--- config.mk ---
export PLATFORM = sky130hd
export DESIGN_NAME = ruta_datos_multdiv
export DESIGN_NICKNAME = d
export VERILOG_FILES = /design/src/rtl/ruta_datos_multdiv.sv
export SDC_FILE = /design/constraint.sdc
export NUM_CORES = 1
export LEC_CHECK = 0
export BUFFER_PORTS_ARGS = -buffer_cell sky130_fd_sc_hd__buf_2
export CAP_MARGIN = 20
export CORE_MARGIN = 2
export CORE_UTILIZATION = 45
export CTS_BUF_LIST = sky130_fd_sc_hd__clkbuf_8
export DETAILED_ROUTE_END_ITERATION = 6
export PLACE_DENSITY = 0.66
export SYNTH_ARGS = -nofsm -noshare
export SYNTH_HDL_FRONTEND = slang
export SYNTH_SLANG_ARGS = --single-unit
--- constraint.sdc ---
create_clock -name reloj -period 5.9 [get_ports reloj]
set_clock_uncertainty 0.15 [all_clocks]
set_input_delay 0.295 -clock reloj [delete_from_list [all_inputs] [get_ports reloj]]
set_output_delay 0.295 -clock reloj [all_outputs]
set_load 0.01 [all_outputs]
--- src/rtl/ruta_datos_multdiv.sv ---
// Datapath slave of the microprogrammed multiplier/divider: executes one register
// transfer per clock from the control word and exposes the branch flags.
module ruta_datos_multdiv #(
  parameter int ANCHO = 16
) (
  input  logic                 reloj,
  input  logic                 reset,
  input  logic [17:0]          estado,
  input  logic [ANCHO-1:0]     operando1,
  input  logic [ANCHO-1:0]     operando2,
  output logic [2*ANCHO-1:0]   resultado,
  output logic                 listo,
  output logic                 neg1,
  output logic                 neg2,
  output logic                 AEScero,
  output logic                 A0EScero,
  output logic                 CNOcero,
  output logic                 neg1IGUALneg2,
  output logic                 contNOquince,
  output logic                 neg_reg_C_MSB
);
  localparam int CW = $clog2(ANCHO);

  typedef struct packed {
    logic [5:0] rsvd;
    logic       fin;
    logic       negar_ca;
    logic       negar_c;
    logic       negar_a;
    logic       cont_clr;
    logic       cont_inc;
    logic       poner_q;
    logic       desp_izq;
    logic       desp_der;
    logic       restar;
    logic       sumar;
    logic       cargar;
  } ctrl_t;

  ctrl_t ctl;
  assign ctl = ctrl_t'(estado);

  logic [ANCHO-1:0]   a_q, a_d, b_q, b_d;
  logic [ANCHO:0]     c_q, c_d;
  logic [CW-1:0]      cont_q, cont_d;
  logic               neg1_q, neg1_d, neg2_q, neg2_d, listo_q, listo_d;

  logic [ANCHO-1:0]   mag1, mag2, a_neg, c_neg;
  logic [ANCHO:0]     c_sum, c_sub;
  logic [2*ANCHO-1:0] ca_neg;
  logic               unused_rsvd;

  assign unused_rsvd = ^ctl.rsvd;

  // |-2^(ANCHO-1)| wraps to 2^(ANCHO-1), which is exactly the unsigned magnitude wanted
  assign mag1   = operando1[ANCHO-1] ? -operando1 : operando1;
  assign mag2   = operando2[ANCHO-1] ? -operando2 : operando2;
  assign c_sum  = c_q + {1'b0, b_q};
  assign c_sub  = c_q - {1'b0, b_q};
  assign a_neg  = -a_q;
  assign c_neg  = -c_q[ANCHO-1:0];
  assign ca_neg = -{c_q[ANCHO-1:0], a_q};

  always_comb begin
    c_d = c_q;
    if (ctl.cargar)        c_d = '0;
    else if (ctl.sumar)    c_d = c_sum;
    else if (ctl.restar)   c_d = c_sub;
    else if (ctl.desp_der) c_d = {1'b0, c_q[ANCHO:1]};
    else if (ctl.desp_izq) c_d = {c_q[ANCHO-1:0], a_q[ANCHO-1]};
    else if (ctl.negar_ca) c_d = {1'b0, ca_neg[2*ANCHO-1:ANCHO]};
    else if (ctl.negar_c)  c_d = {1'b0, c_neg};

    a_d = a_q;
    if (ctl.cargar)        a_d = mag1;
    else if (ctl.desp_der) a_d = {c_q[0], a_q[ANCHO-1:1]};
    else if (ctl.desp_izq) a_d = {a_q[ANCHO-2:0], 1'b0};
    else if (ctl.negar_ca) a_d = ca_neg[ANCHO-1:0];
    else if (ctl.negar_a)  a_d = a_neg;
    else if (ctl.poner_q)  a_d = {a_q[ANCHO-1:1], 1'b1};

    b_d    = ctl.cargar ? mag2 : b_q;
    neg1_d = ctl.cargar ? operando1[ANCHO-1] : neg1_q;
    neg2_d = ctl.cargar ? operando2[ANCHO-1] : neg2_q;

    cont_d = cont_q;
    if (ctl.cont_clr)      cont_d = '0;
    else if (ctl.cont_inc) cont_d = cont_q + CW'(1);

    listo_d = listo_q;
    if (ctl.cargar)        listo_d = 1'b0;
    else if (ctl.fin)      listo_d = 1'b1;
  end

  always_ff @(posedge reloj or negedge reset) begin
    if (!reset) begin
      a_q     <= '0;
      b_q     <= '0;
      c_q     <= '0;
      cont_q  <= '0;
      neg1_q  <= 1'b0;
      neg2_q  <= 1'b0;
      listo_q <= 1'b0;
    end else begin
      a_q     <= a_d;
      b_q     <= b_d;
      c_q     <= c_d;
      cont_q  <= cont_d;
      neg1_q  <= neg1_d;
      neg2_q  <= neg2_d;
      listo_q <= listo_d;
    end
  end

  // Flags are combinational so the falling-edge controller sees this cycle's update
  assign resultado     = {c_q[ANCHO-1:0], a_q};
  assign listo         = listo_q;
  assign neg1          = neg1_q;
  assign neg2          = neg2_q;
  assign AEScero       = (a_q == '0);
  assign A0EScero      = ~a_q[0];
  assign CNOcero       = (c_q != '0);
  assign neg1IGUALneg2 = (neg1_q == neg2_q);
  assign contNOquince  = (cont_q != CW'(ANCHO-1));
  assign neg_reg_C_MSB = ~c_q[ANCHO];

endmodule

==> flow_metrics.py, run 1 <==
metrics = {
    "run_status": {
        "status": "finished clean",
    },
    "critical_path": {
        "path_max_fanout": 7,
        "cp_cell_sequence": "inv_1, ha_1, fa_1, nor2b_1, o31a_1, o221ai_1, o311a_1, a21oi_1, mux2i_1, o2111ai_1, o211ai_1",
        "worst-path-buf-inv": 1,
        "end_kind": "flip-flop",
        "crit_family": "compound AO/OA/AOI/OAI gates",
        "max_stage_delay_ns": 0.50,
        "worstPathRequired_ns": 6.01,
        "start_kind": "flip-flop",
        "crit_start": "c_q[0]",
        "r2r-end": "c_q[16]",
        "r2r_setup_slack_ns": 2.31,
        "reg2regPathDepth": 11,
        "r2r_start": "c_q[0]",
        "arrival_ns": 3.70,
        "crit_type": "reg -> reg",
        "cp_slowest_cell": "dfrtp_1",
    },
    "synthesis": {
        "async_flop_share_pct": 100,
        "synth.cell_area_sq_um": 6070,
        "netlist_top_cells_area": "dfrtp_1 23%, ha_1 7.6%, nor2_1 5.8%, a21oi_1 5.0%, nand2_1 4.6%",
        "synth_xor_area_share_pct": 6.64,
        "synthCells": 810,
        "ys.flop_type": "dfrtp_1",
        "synth_fp_nets": 901,
        "synth_seq_cells": 56,
        "yosysWarnings": 0,
        "synth-compound-area-share_pct": 29.8,
        "yosysTopAreaCellShare_pct": 23.1,
        "synth_cell_types": 77,
        "synth_mux_area_share_pct": 1.88,
        "ys_seq_area_share_pct": 23.1,
        "synthAdderAreaFrac_pct": 8.29,
        "synth_top_family_by_area": "compound AO/OA/AOI/OAI gates",
        "yosys.area.top_type": "dfrtp_1",
        "synth_edf_count": 0,
        "synth-simple-area-share_pct": 21.8,
        "avgSynthCellArea_sq_um": 7.49,
    },
    "timing": {
        "rsz0062_at_grt": "false",
        "min_period_ns": 3.59,
        "tightest_slew_ns": 0.862,
        "drv_slew": 0,
        "fin_tns_setup_ns": 0,
        "post-route-period-util_pct": 60.9,
        "final_hold_viol_count": 0,
        "relSlewSlack_pct": 42.4,
        "max_freq_ghz": 0.279,
        "finalSetupViolations": 0,
    },
    "clocking": {
        "ctsResizeCount": 0,
        "clock_sinks": 56,
        "htreeDepth": 2,
        "clock_path_buffers": 2,
        "clockRootBuffer": "clkbuf_8",
        "clk_pin_slew_ns": 0.12,
        "cts_inserted_buffers": 5,
        "cts_tree": "built",
        "clkLatencyLatePin_ns": 0.34,
    },
    "die": {
        "pin_count": 93,
        "rows": 42,
        "die_area_sq_um": 14400,
        "die_h_microns": 120,
        "initial_core_util_pct": 46.0,
        "core_sq_um": 13200,
        "die_w_microns": 120,
    },
    "place": {
        "numPortBuffers": 86,
        "placed_cells": 1010,
        "dp_hpwl_microns": 12900,
        "place_congestion": 0.947,
    },
    "worst_hold_path": {
        "holdPathEnd": "listo",
        "hp-start": "estado[11]",
        "worstHoldPathType": "in -> reg",
        "whs_path_depth": 3,
    },
    "power_and_ir_drop": {
        "power.total_uw": 1990,
        "p_switching_uw": 972,
        "seq_power_share_pct": 31.3,
        "swShare_pct": 48.9,
        "max-vdd-ir-drop_mv": 0.125,
        "power.density_nw_per_um2": 304,
        "power_frac_comb_pct": 56.4,
        "p_leak_uw": 0.00289,
        "pwr-share-clk_pct": 12.3,
        "p_int_uw": 1020,
    },
    "run": {
        "max_cap_viol_count": 0,
    },
    "cells_and_area": {
        "drive_gt1_share_pct": 14.1,
        "diodes": 0,
        "area_growth_pct": 7.89,
        "stdcell_count": 1020,
        "fin_nets": 934,
        "fillers": 1321,
    },
    "global_route": {
        "grt_start_max_net_pins": 70,
        "grt_pass1_wl_microns": 29100,
        "overflow": 0,
        "antenna_found_initial": 0,
        "track_usage_pct": 25.0,
        "first_global_vias": 5598,
    },
    "route": {
        "drc": 0,
        "wl_per_cell_microns": 17.5,
        "totalWireLength_microns": 17800,
        "dr.pass1.iters": 5,
        "vias": 6165,
        "ant_nets": 0,
        "drtIter0Drc": 554,
        "via_per_inst": 6.04,
    },
}
[worst reg2reg max path: cells and delay by family, from the launching register on]
family          cells  cell delay [ns]
mux                 1             0.24
fa+ha+maj           2             0.68
buf+inv             1             0.16
simple gates        1             0.18
compound gates      6             1.62
flops               1             0.50
[cell families (layout without fill, tap and decap cells)]
family | count (synthesis) | after routing
compound gates | 260 | 260
simple gates | 279 | 279
flops | 56 | 56
mux | 11 | 11
fa+ha+maj | 39 | 39
xor+xnor | 46 | 46
buf+inv | 119 | 153
[registers in the layout, indices dropped and copies added (netlist names)]
| signal | count |
|---|---|
| c_q | 17 |
| a_q | 16 |
| b_q | 16 |
| cont_q | 4 |
| listo | 1 |
| neg1 | 1 |
| neg2 | 1 |
[metrics by stage]
| stage | setup slack (ns) | hold slack (ns) | utilization (%) | area (sq um) |
|---|---|---|---|---|
| 2_1_floorplan | 2.97 | -0.151 | - | 6070 |
| 3_3_place_gp | 2.36 | 0.324 | 48.8 | 6430 |
| 3_5_place_dp | 2.36 | 0.337 | 48.8 | 6430 |
| 4_1_cts | 2.34 | 0.0175 | 49.7 | 6550 |
| 5_1_grt | 2.15 | 0.0566 | 49.7 | 6550 |
| 6_report | 2.31 | 0.0223 | 49.7 | 6550 |
[layout make-up]
cell class | count | area (sq um) | area share (%)
Inverter | 53 | 199 | 3.04
Clock buffer | 6 | 82.6 | 1.26
Clock inverter | 2 | 13.8 | 0.210
Sequential cell | 56 | 1400 | 21.4
Tap cell | 176 | 220 | 3.36
Multi-Input combinational cell | 635 | 4150 | 63.4
Timing Repair Buffer | 92 | 480 | 7.34
[cell usage in the layout, fill, tap and decap left out, types with 5 or more instances in the layout]
cell type	n
nor4_1	5
a211oi_1	14
a221oi_1	10
a22oi_1	5
ha_1	37
a221o_1	6
a31oi_1	14
o31ai_1	16
o21bai_1	5
inv_1	52
xnor2_1	20
nand3_1	14
nand4_1	5
nand2b_1	6
nor2b_1	7
o21a_1	9
o22ai_1	6
clkbuf_8	6
o221ai_1	7
nor3_1	27
xor2_1	26
o211ai_1	10
dfrtp_1	56
mux2i_1	8
or2_2	6
a21oi_1	61
buf_2	86
nor2_1	93
or3_1	15
o22a_1	7
nand2_1	75
a211o_1	5
o21ai_0	39
[per-layer routing]
metal / track usage (%) / part of all wire, % / vias to the layer above / wire length, microns
met5: 0 / 0 / - / 0
met4: 5.15 / 1.4 / 0 / 256
met3: 4.04 / 8.0 / 24 / 1420
met2: 38.9 / 44 / 248 / 7910
met1: 36.5 / 46 / 2891 / 8260
li1: - / - / 3002 / -
[power groups by stage]
stage | Combinational, uW | Clock (uW) | Sequential [uW]
3_3_place_gp | 1100 | 0 | 625
6_report | 1120 | 244 | 623
3_5_place_dp | 1100 | 0 | 627
4_1_cts | 1110 | 253 | 619
5_1_grt | 1260 | 265 | 636
2_1_floorplan | 907 | 0 | 551
[cells in the mapped netlist, types with 6 or more instances]
cell	count
a211oi_1	14
a21oi_1	61
a221o_1	6
a221oi_1	10
a31oi_1	14
buf_1	6
buf_4	16
clkbuf_1	41
dfrtp_1	56
ha_1	37
inv_1	52
mux2i_1	8
nand2_1	75
nand2b_1	6
nand3_1	14
nor2_1	93
nor2b_1	7
nor3_1	27
o211ai_1	10
o21a_1	9
o21ai_0	39
o221ai_1	7
o22a_1	7
o22ai_1	6
o31ai_1	16
or2_2	6
or3_1	15
xnor2_1	20
xor2_1	26
[worst max-delay path by stage]
stage,endpoint,cells after the start
3_5_place_dp,c_q[14],10
4_1_cts,c_q[16],11
3_3_place_gp,c_q[14],10
5_1_grt,c_q[16],11
6_report,c_q[16],11
2_1_floorplan,c_q[16],11
[timing repair]
item,in CTS,in global routing
hold buffers,2,0
buffers inserted,0,0
setup endpoints to repair,0,0
hold endpoints to repair,50,0
(Power assumes the default switching activity.)
==> run 2: changes to the inputs <==
--- a/config.mk
+++ b/config.mk
@@ -5,13 +5,14 @@
 export SDC_FILE = /design/constraint.sdc
 export NUM_CORES = 1
 export LEC_CHECK = 0
+export ABC_AREA = 1
 export BUFFER_PORTS_ARGS = -buffer_cell sky130_fd_sc_hd__buf_2
 export CAP_MARGIN = 20
 export CORE_MARGIN = 2
 export CORE_UTILIZATION = 45
 export CTS_BUF_LIST = sky130_fd_sc_hd__clkbuf_8
 export DETAILED_ROUTE_END_ITERATION = 6
-export PLACE_DENSITY = 0.66
+export PLACE_DENSITY = 0.68
 export SYNTH_ARGS = -nofsm -noshare
 export SYNTH_HDL_FRONTEND = slang
 export SYNTH_SLANG_ARGS = --single-unit
==> constraint.sdc (replaced) <==
create_clock -name reloj -period 3.25 [get_ports reloj]
set_clock_uncertainty 0.15 [all_clocks]
set_input_delay 0.1625 -clock reloj [delete_from_list [all_inputs] [get_ports reloj]]
set_output_delay 0.1625 -clock reloj [all_outputs]
set_load 0.01 [all_outputs]
==> run 2 against run 1 <==
The run now ends with negative hold slack left. Sequential share of layout area decreased by 2.2 points. Clock power increased by 89%. Synthesized area increased by 8.5%. Final cell count increased by 30%. Highest routed layer unchanged. Core utilization increased by 0.98 points. Flip-flop and latch count unchanged. Power increased by 66%. Fmax increased by 36%.
==> flow_metrics.py, run 2 <==
metrics = {
    "route": {
        "ant_nets": 0,
        "dr.pass1.iters": 5,
        "via_per_inst": 5.56,
        "totalWireLength_microns": 21200,
        "wl_per_cell_microns": 16.0,
        "vias": 7361,
        "drc": 0,
        "drtIter0Drc": 567,
    },
    "clocking": {
        "clock_path_buffers": 2,
        "cts_tree": "built",
        "clkLatencyLatePin_ns": 0.36,
        "clock_sinks": 56,
        "clockRootBuffer": "clkbuf_8",
        "cts_setup_buffers": 0,
        "htreeDepth": 2,
        "clk_pin_slew_ns": 0.13,
        "cts_inserted_buffers": 5,
    },
    "run_status": {
        "status": "complete, but fails checks",
        "violations": "negative hold slack",
    },
    "cells_and_area": {
        "area_growth_pct": 10.9,
        "regArea_sq_um": 1400,
        "final_common_cell": "nand2_1",
        "top_register": "c_q",
        "largest_registers": "c_q (17), a_q (16), b_q (16)",
        "drive_gt1_share_pct": 11.4,
        "largest_reg_flops": 17,
        "fin_nets": 1229,
        "multiInputGateArea_sq_um": 4360,
        "fillers": 1564,
        "layout_common_cells": "286 x nand2_1, 129 x inv_1, 95 x nand3_1",
        "diodes": 0,
    },
    "critical_path": {
        "path_max_fanout": 8,
        "start_kind": "flip-flop",
        "cp_cell_sequence": "inv_1, ha_1, fa_1, o21ai_2, nand2_1, nand2_1, nand4_1, nand3_1, nand3_1, nand2_1, nand2_1, nand2_1, nand2_1",
        "end_kind": "flip-flop",
        "reg2regPathDepth": 13,
        "max_stage_delay_ns": 0.45,
        "crit_top_cell": "nand2_1",
        "worstPathRequired_ns": 3.37,
        "crit_type": "reg -> reg",
        "arrival_ns": 2.77,
        "cp_slowest_cell": "dfrtp_1",
    },
    "synthesis": {
        "synthAdderAreaFrac_pct": 7.64,
        "synth-simple-area-share_pct": 36.0,
        "synth.cell_area_sq_um": 6590,
        "yosysTopAreaCellShare_pct": 21.3,
        "yosysWarnings": 0,
        "yosys-top-cells-count": "286 x nand2_1, 129 x inv_1, 95 x nand3_1",
        "synth_top_family_by_area": "simple AND/OR/NAND/NOR gates",
        "synth_most_common_cell": "nand2_1",
        "ys_seq_area_share_pct": 21.3,
        "synth_fp_nets": 1158,
        "synth_mux_area_share_pct": 0,
        "async_flop_share_pct": 100,
        "synth_edf_count": 0,
        "avgSynthCellArea_sq_um": 6.17,
        "synthCells": 1067,
        "netlist_top_cells_area": "dfrtp_1 21%, nand2_1 16%, inv_1 7.4%, nand3_1 7.2%, ha_1 7.0%",
        "ys.flop_type": "dfrtp_1",
        "synth_cell_types": 52,
        "synth_xor_area_share_pct": 3.86,
        "synth_seq_cells": 56,
        "synth-compound-area-share_pct": 18.7,
        "yosys.area.top_type": "dfrtp_1",
    },
    "die": {
        "die_w_microns": 125,
        "die_area_sq_um": 15600,
        "core_sq_um": 14400,
        "pin_count": 93,
        "die_h_microns": 125,
        "initial_core_util_pct": 45.7,
        "rows": 44,
    },
    "power_and_ir_drop": {
        "swShare_pct": 51.2,
        "p_switching_uw": 1690,
        "p_int_uw": 1610,
        "seq_power_share_pct": 29.2,
        "p_leak_uw": 0.00379,
        "power.total_uw": 3290,
        "power.density_nw_per_um2": 451,
        "pwr-share-clk_pct": 14.0,
        "max-vdd-ir-drop_mv": 0.254,
        "power_frac_comb_pct": 56.8,
    },
    "worst_hold_path": {
        "whs_path_depth": 3,
        "worstHoldPathType": "in -> reg",
    },
    "timing": {
        "fin_tns_setup_ns": 0,
        "max_freq_ghz": 0.378,
        "finalSetupViolations": 0,
        "final_hold_viol_count": 1,
        "drv_slew": 0,
        "post-route-period-util_pct": 81.4,
        "tightest_slew_ns": 0.945,
        "hold_slack_ns": -0.00127,
        "rsz0062_at_grt": "false",
        "relSlewSlack_pct": 36.8,
        "min_period_ns": 2.65,
    },
    "place": {
        "dp_hpwl_microns": 16400,
        "numPortBuffers": 86,
        "place_congestion": 1.02,
    },
    "run": {
        "max_cap_viol_count": 0,
    },
    "global_route": {
        "grt_pass1_wl_microns": 35400,
        "track_usage_pct": 27.5,
        "overflow": 0,
        "first_global_vias": 7019,
        "grt_start_max_net_pins": 40,
        "antenna_found_initial": 0,
    },
}
## run 2: logic make-up after synthesis
kind of cell	count (synthesis)
AOI/OAI and AO/OA	214
adders and majority gates	39
xor gates and xnor gates	29
and+or+nand+nor	542
DFF	56
buffers and inverters	187
## run 2: repair_timing
item,in CTS,in global routing
hold buffers,19,0
hold endpoints to repair,37,0
gates resized for setup,0,0
## run 2: power by group through the flow
stage / combinational [uW] / sequential [uW] / clock (uW)
final: 1870 / 961 / 462
after global routing: 2110 / 977 / 494
after CTS: 1840 / 954 / 472
after detailed placement: 1810 / 968 / 0
after global placement: 1790 / 966 / 0
after floorplan: 1340 / 945 / 0
## run 2: final timing paths
kind                                    start        end  slack, ns
worst max register to register         c_q[0]    c_q[14]       0.60
max in group asynchronous               reset    b_q[15]       1.98
worst min-delay path            operando2[10]    b_q[10]     -0.001
min in group asynchronous               reset     c_q[6]       0.11
worst max-delay path                   c_q[0]    c_q[14]       0.60
worst min register to register      cont_q[0]  cont_q[0]       0.38
## run 2: worst max-delay path: cells and delay by family (launching register included)
kind	cells	cell delay, ns
AOI/OAI and AO/OA	1	0.25
adders and majority gates	2	0.71
DFF	1	0.45
buffers and inverters	1	0.17
and+or+nand+nor	9	0.84
## run 2: cell type report
type | instances | share of cell area (%)
multi-input cells | 824 | 59.7
well taps | 184 | 3.15
repair buffers | 115 | 9.52
clock buffers | 5 | 0.942
flip-flops and latches | 56 | 19.2
clock inverters | 3 | 0.462
inverters | 136 | 6.99
## run 2: through the flow
stage	instances	cell area (sq um)	utilization [%]	setup slack, ns
3_5_place_dp	1296	7010	48.6	0.618
6_report	1323	7300	50.6	0.604
4_1_cts	1323	7300	50.6	0.599
5_1_grt	1323	7300	50.6	0.271
3_3_place_gp	1296	7010	48.6	0.663
2_1_floorplan	1067	6590	-	0.978
## run 2: layer usage
metal,track usage (%),up-vias,wire [microns]
li1,-,3669,-
met4,6.73,0,374
met3,4.15,30,1650
met2,45.0,274,9690
met5,0,-,0
met1,38.2,3388,9490
==> run 3: changes to the inputs <==
--- a/config.mk
+++ b/config.mk
@@ -12,7 +12,7 @@
 export CORE_UTILIZATION = 45
 export CTS_BUF_LIST = sky130_fd_sc_hd__clkbuf_8
 export DETAILED_ROUTE_END_ITERATION = 6
-export PLACE_DENSITY = 0.68
+export PLACE_DENSITY = 0.65
 export SYNTH_ARGS = -nofsm -noshare
 export SYNTH_HDL_FRONTEND = slang
 export SYNTH_SLANG_ARGS = --single-unit
==> constraint.sdc (replaced) <==
create_clock -name reloj -period 2.71 [get_ports reloj]
set_clock_uncertainty 0.15 [all_clocks]
set_input_delay 0.1355 -clock reloj [delete_from_list [all_inputs] [get_ports reloj]]
set_output_delay 0.1355 -clock reloj [all_outputs]
set_load 0.01 [all_outputs]
==> run 3 against run 2 <==
The flow now finishes without violations. Register-to-register slack worse by 0.35 ns. Clock-buffer cell count unchanged. Non-clock buffer count up 37. Critical endpoint is now c_q[16]. Final area up 4.3%. Sequential power up 17%. Largest cell class unchanged. Critical path depth up 1.
==> flow_metrics.py, run 3 (same netlist as run 2, synthesis figures left out) <==
metrics = {
    "run_status": {
        "status": "finished clean",
    },
    "critical_path": {
        "worstPathRequired_ns": 2.84,
        "crit_start": "c_q[0]",
        "path_max_fanout": 6,
        "arrival_ns": 2.58,
        "start_kind": "flip-flop",
        "max_stage_delay_ns": 0.47,
        "end_kind": "flip-flop",
        "crit_type": "reg -> reg",
        "r2r_start": "c_q[0]",
        "cp_cell_sequence": "ha_1, fa_1, nand2_1, nand2_1, nand2_1, nand2_1, nand2_1, nand2_1, nand3b_1, nand2_1, nand2_1, nand3_1, nand3_1, nand2_1",
        "crit_top_cell": "nand2_1",
        "cp_slowest_cell": "dfrtp_2",
    },
    "route": {
        "via_per_inst": 5.49,
        "dr.pass1.iters": 5,
        "ant_nets": 0,
        "totalWireLength_microns": 22200,
        "drtIter0Drc": 628,
        "drc": 0,
        "wl_per_cell_microns": 16.3,
        "vias": 7461,
    },
    "timing": {
        "min_period_ns": 2.45,
        "fin_tns_setup_ns": 0,
        "max_freq_ghz": 0.408,
        "post-route-period-util_pct": 90.5,
        "finalWorstSetupSlack_ns": 0.258,
        "final_hold_viol_count": 0,
        "rsz0062_at_grt": "false",
        "finalSetupViolations": 0,
        "tightest_slew_ns": 0.773,
        "relSlewSlack_pct": 48.5,
        "drv_slew": 0,
    },
    "global_route": {
        "track_usage_pct": 28.5,
        "antenna_found_initial": 1,
        "grt_pass1_wl_microns": 36300,
        "overflow": 0,
        "grt_start_max_net_pins": 57,
        "first_global_vias": 7123,
    },
    "cells_and_area": {
        "largest_registers": "c_q (17), a_q (16), b_q (16)",
        "diodes": 0,
        "area_growth_pct": 15.6,
        "largest_reg_flops": 17,
        "final_common_cell": "nand2_1",
        "top_register": "c_q",
        "fin_nets": 1266,
        "layout_common_cells": "286 x nand2_1, 129 x inv_1, 95 x nand3_1",
        "drive_gt1_share_pct": 13.2,
    },
    "clocking": {
        "clock_sinks": 56,
        "clockRootBuffer": "clkbuf_8",
        "cts_inserted_buffers": 5,
        "clk_pin_slew_ns": 0.15,
        "clock_path_buffers": 2,
        "htreeDepth": 2,
        "cts_tree": "built",
        "clkLatencyLatePin_ns": 0.37,
    },
    "place": {
        "dp_slack_ns": 0.264,
        "place_congestion": 0.966,
        "numPortBuffers": 86,
        "dp_hpwl_microns": 17000,
    },
    "worst_hold_path": {
        "hp-start": "estado[0]",
        "worstHoldPathType": "in -> reg",
    },
    "die": {
        "die_h_microns": 125,
        "rows": 44,
        "pin_count": 93,
        "initial_core_util_pct": 45.7,
        "die_area_sq_um": 15600,
        "die_w_microns": 125,
        "core_sq_um": 14400,
    },
    "run": {
        "max_cap_viol_count": 0,
    },
    "power_and_ir_drop": {
        "power.total_uw": 4070,
        "max-vdd-ir-drop_mv": 0.279,
        "power.density_nw_per_um2": 534,
        "p_leak_uw": 0.00396,
    },
}
-- run 3: report_power, final --
group          switching (uW)  total (uW)  internal (uW)
Combinational            1520        2380            850
Sequential                159        1120            957
Clock                     380         576            197
Total                    2060        4070           2000
-- run 3: metrics by stage --
step	hold WS [ns]	area, sq um	cells	util [%]
2_1_floorplan	-0.310	6590	1067	-
3_3_place_gp	0.178	7190	1320	49.9
3_5_place_dp	0.181	7190	1320	49.9
4_1_cts	0.00509	7610	1360	52.8
5_1_grt	0.0226	7620	1360	52.8
6_report	0.0171	7620	1360	52.8
-- run 3: per-layer routing --
metal	global-route usage, %	vias up	share of wire [%]
met3	4.62	38	7.1
met2	46.6	279	45
met4	7.58	2	2.1
li1	-	3745	-
met5	0	-	0.059
met1	39.2	3397	45
-- run 3: timing repair --
item | 4_1_cts | 5_1_grt
buffers inserted | 0 | 0
setup endpoints to repair | 0 | 1
gates resized for setup | 0 | 1
hold buffers | 32 | 0
hold endpoints to repair | 87 | 0
-- run 3: final timing paths --
kind / end / slack, ns / depth (start not counted)
setup / recovery: c_q[16] / 0.26 / 14
hold / removal: b_q[13] / 0.02 / 2
setup reg to reg: c_q[16] / 0.26 / 14
hold reg to reg: cont_q[0] / 0.36 / 1
max in group asynchronous: c_q[0] / 1.55 / 3
min in group asynchronous: c_q[5] / 0.31 / 3
-- run 3: worst max-delay path, delay by kind of cell (launching register included) --
kind	cells	cell delay, ns
and+or+nand+nor	12	1.04
DFF	1	0.47
adders and majority gates	2	0.72
-- run 3: cell type report --
| cell class | instances | area, sq um |
|---|---|---|
| clock buffers | 5 | 68.8 |
| clock inverters | 3 | 33.8 |
| fillers | 1506 | 6810 |
| inverters | 136 | 510 |
| multi-input cells | 824 | 4360 |
| flip-flops and latches | 56 | 1400 |
| well taps | 184 | 230 |
| repair buffers | 152 | 1010 |
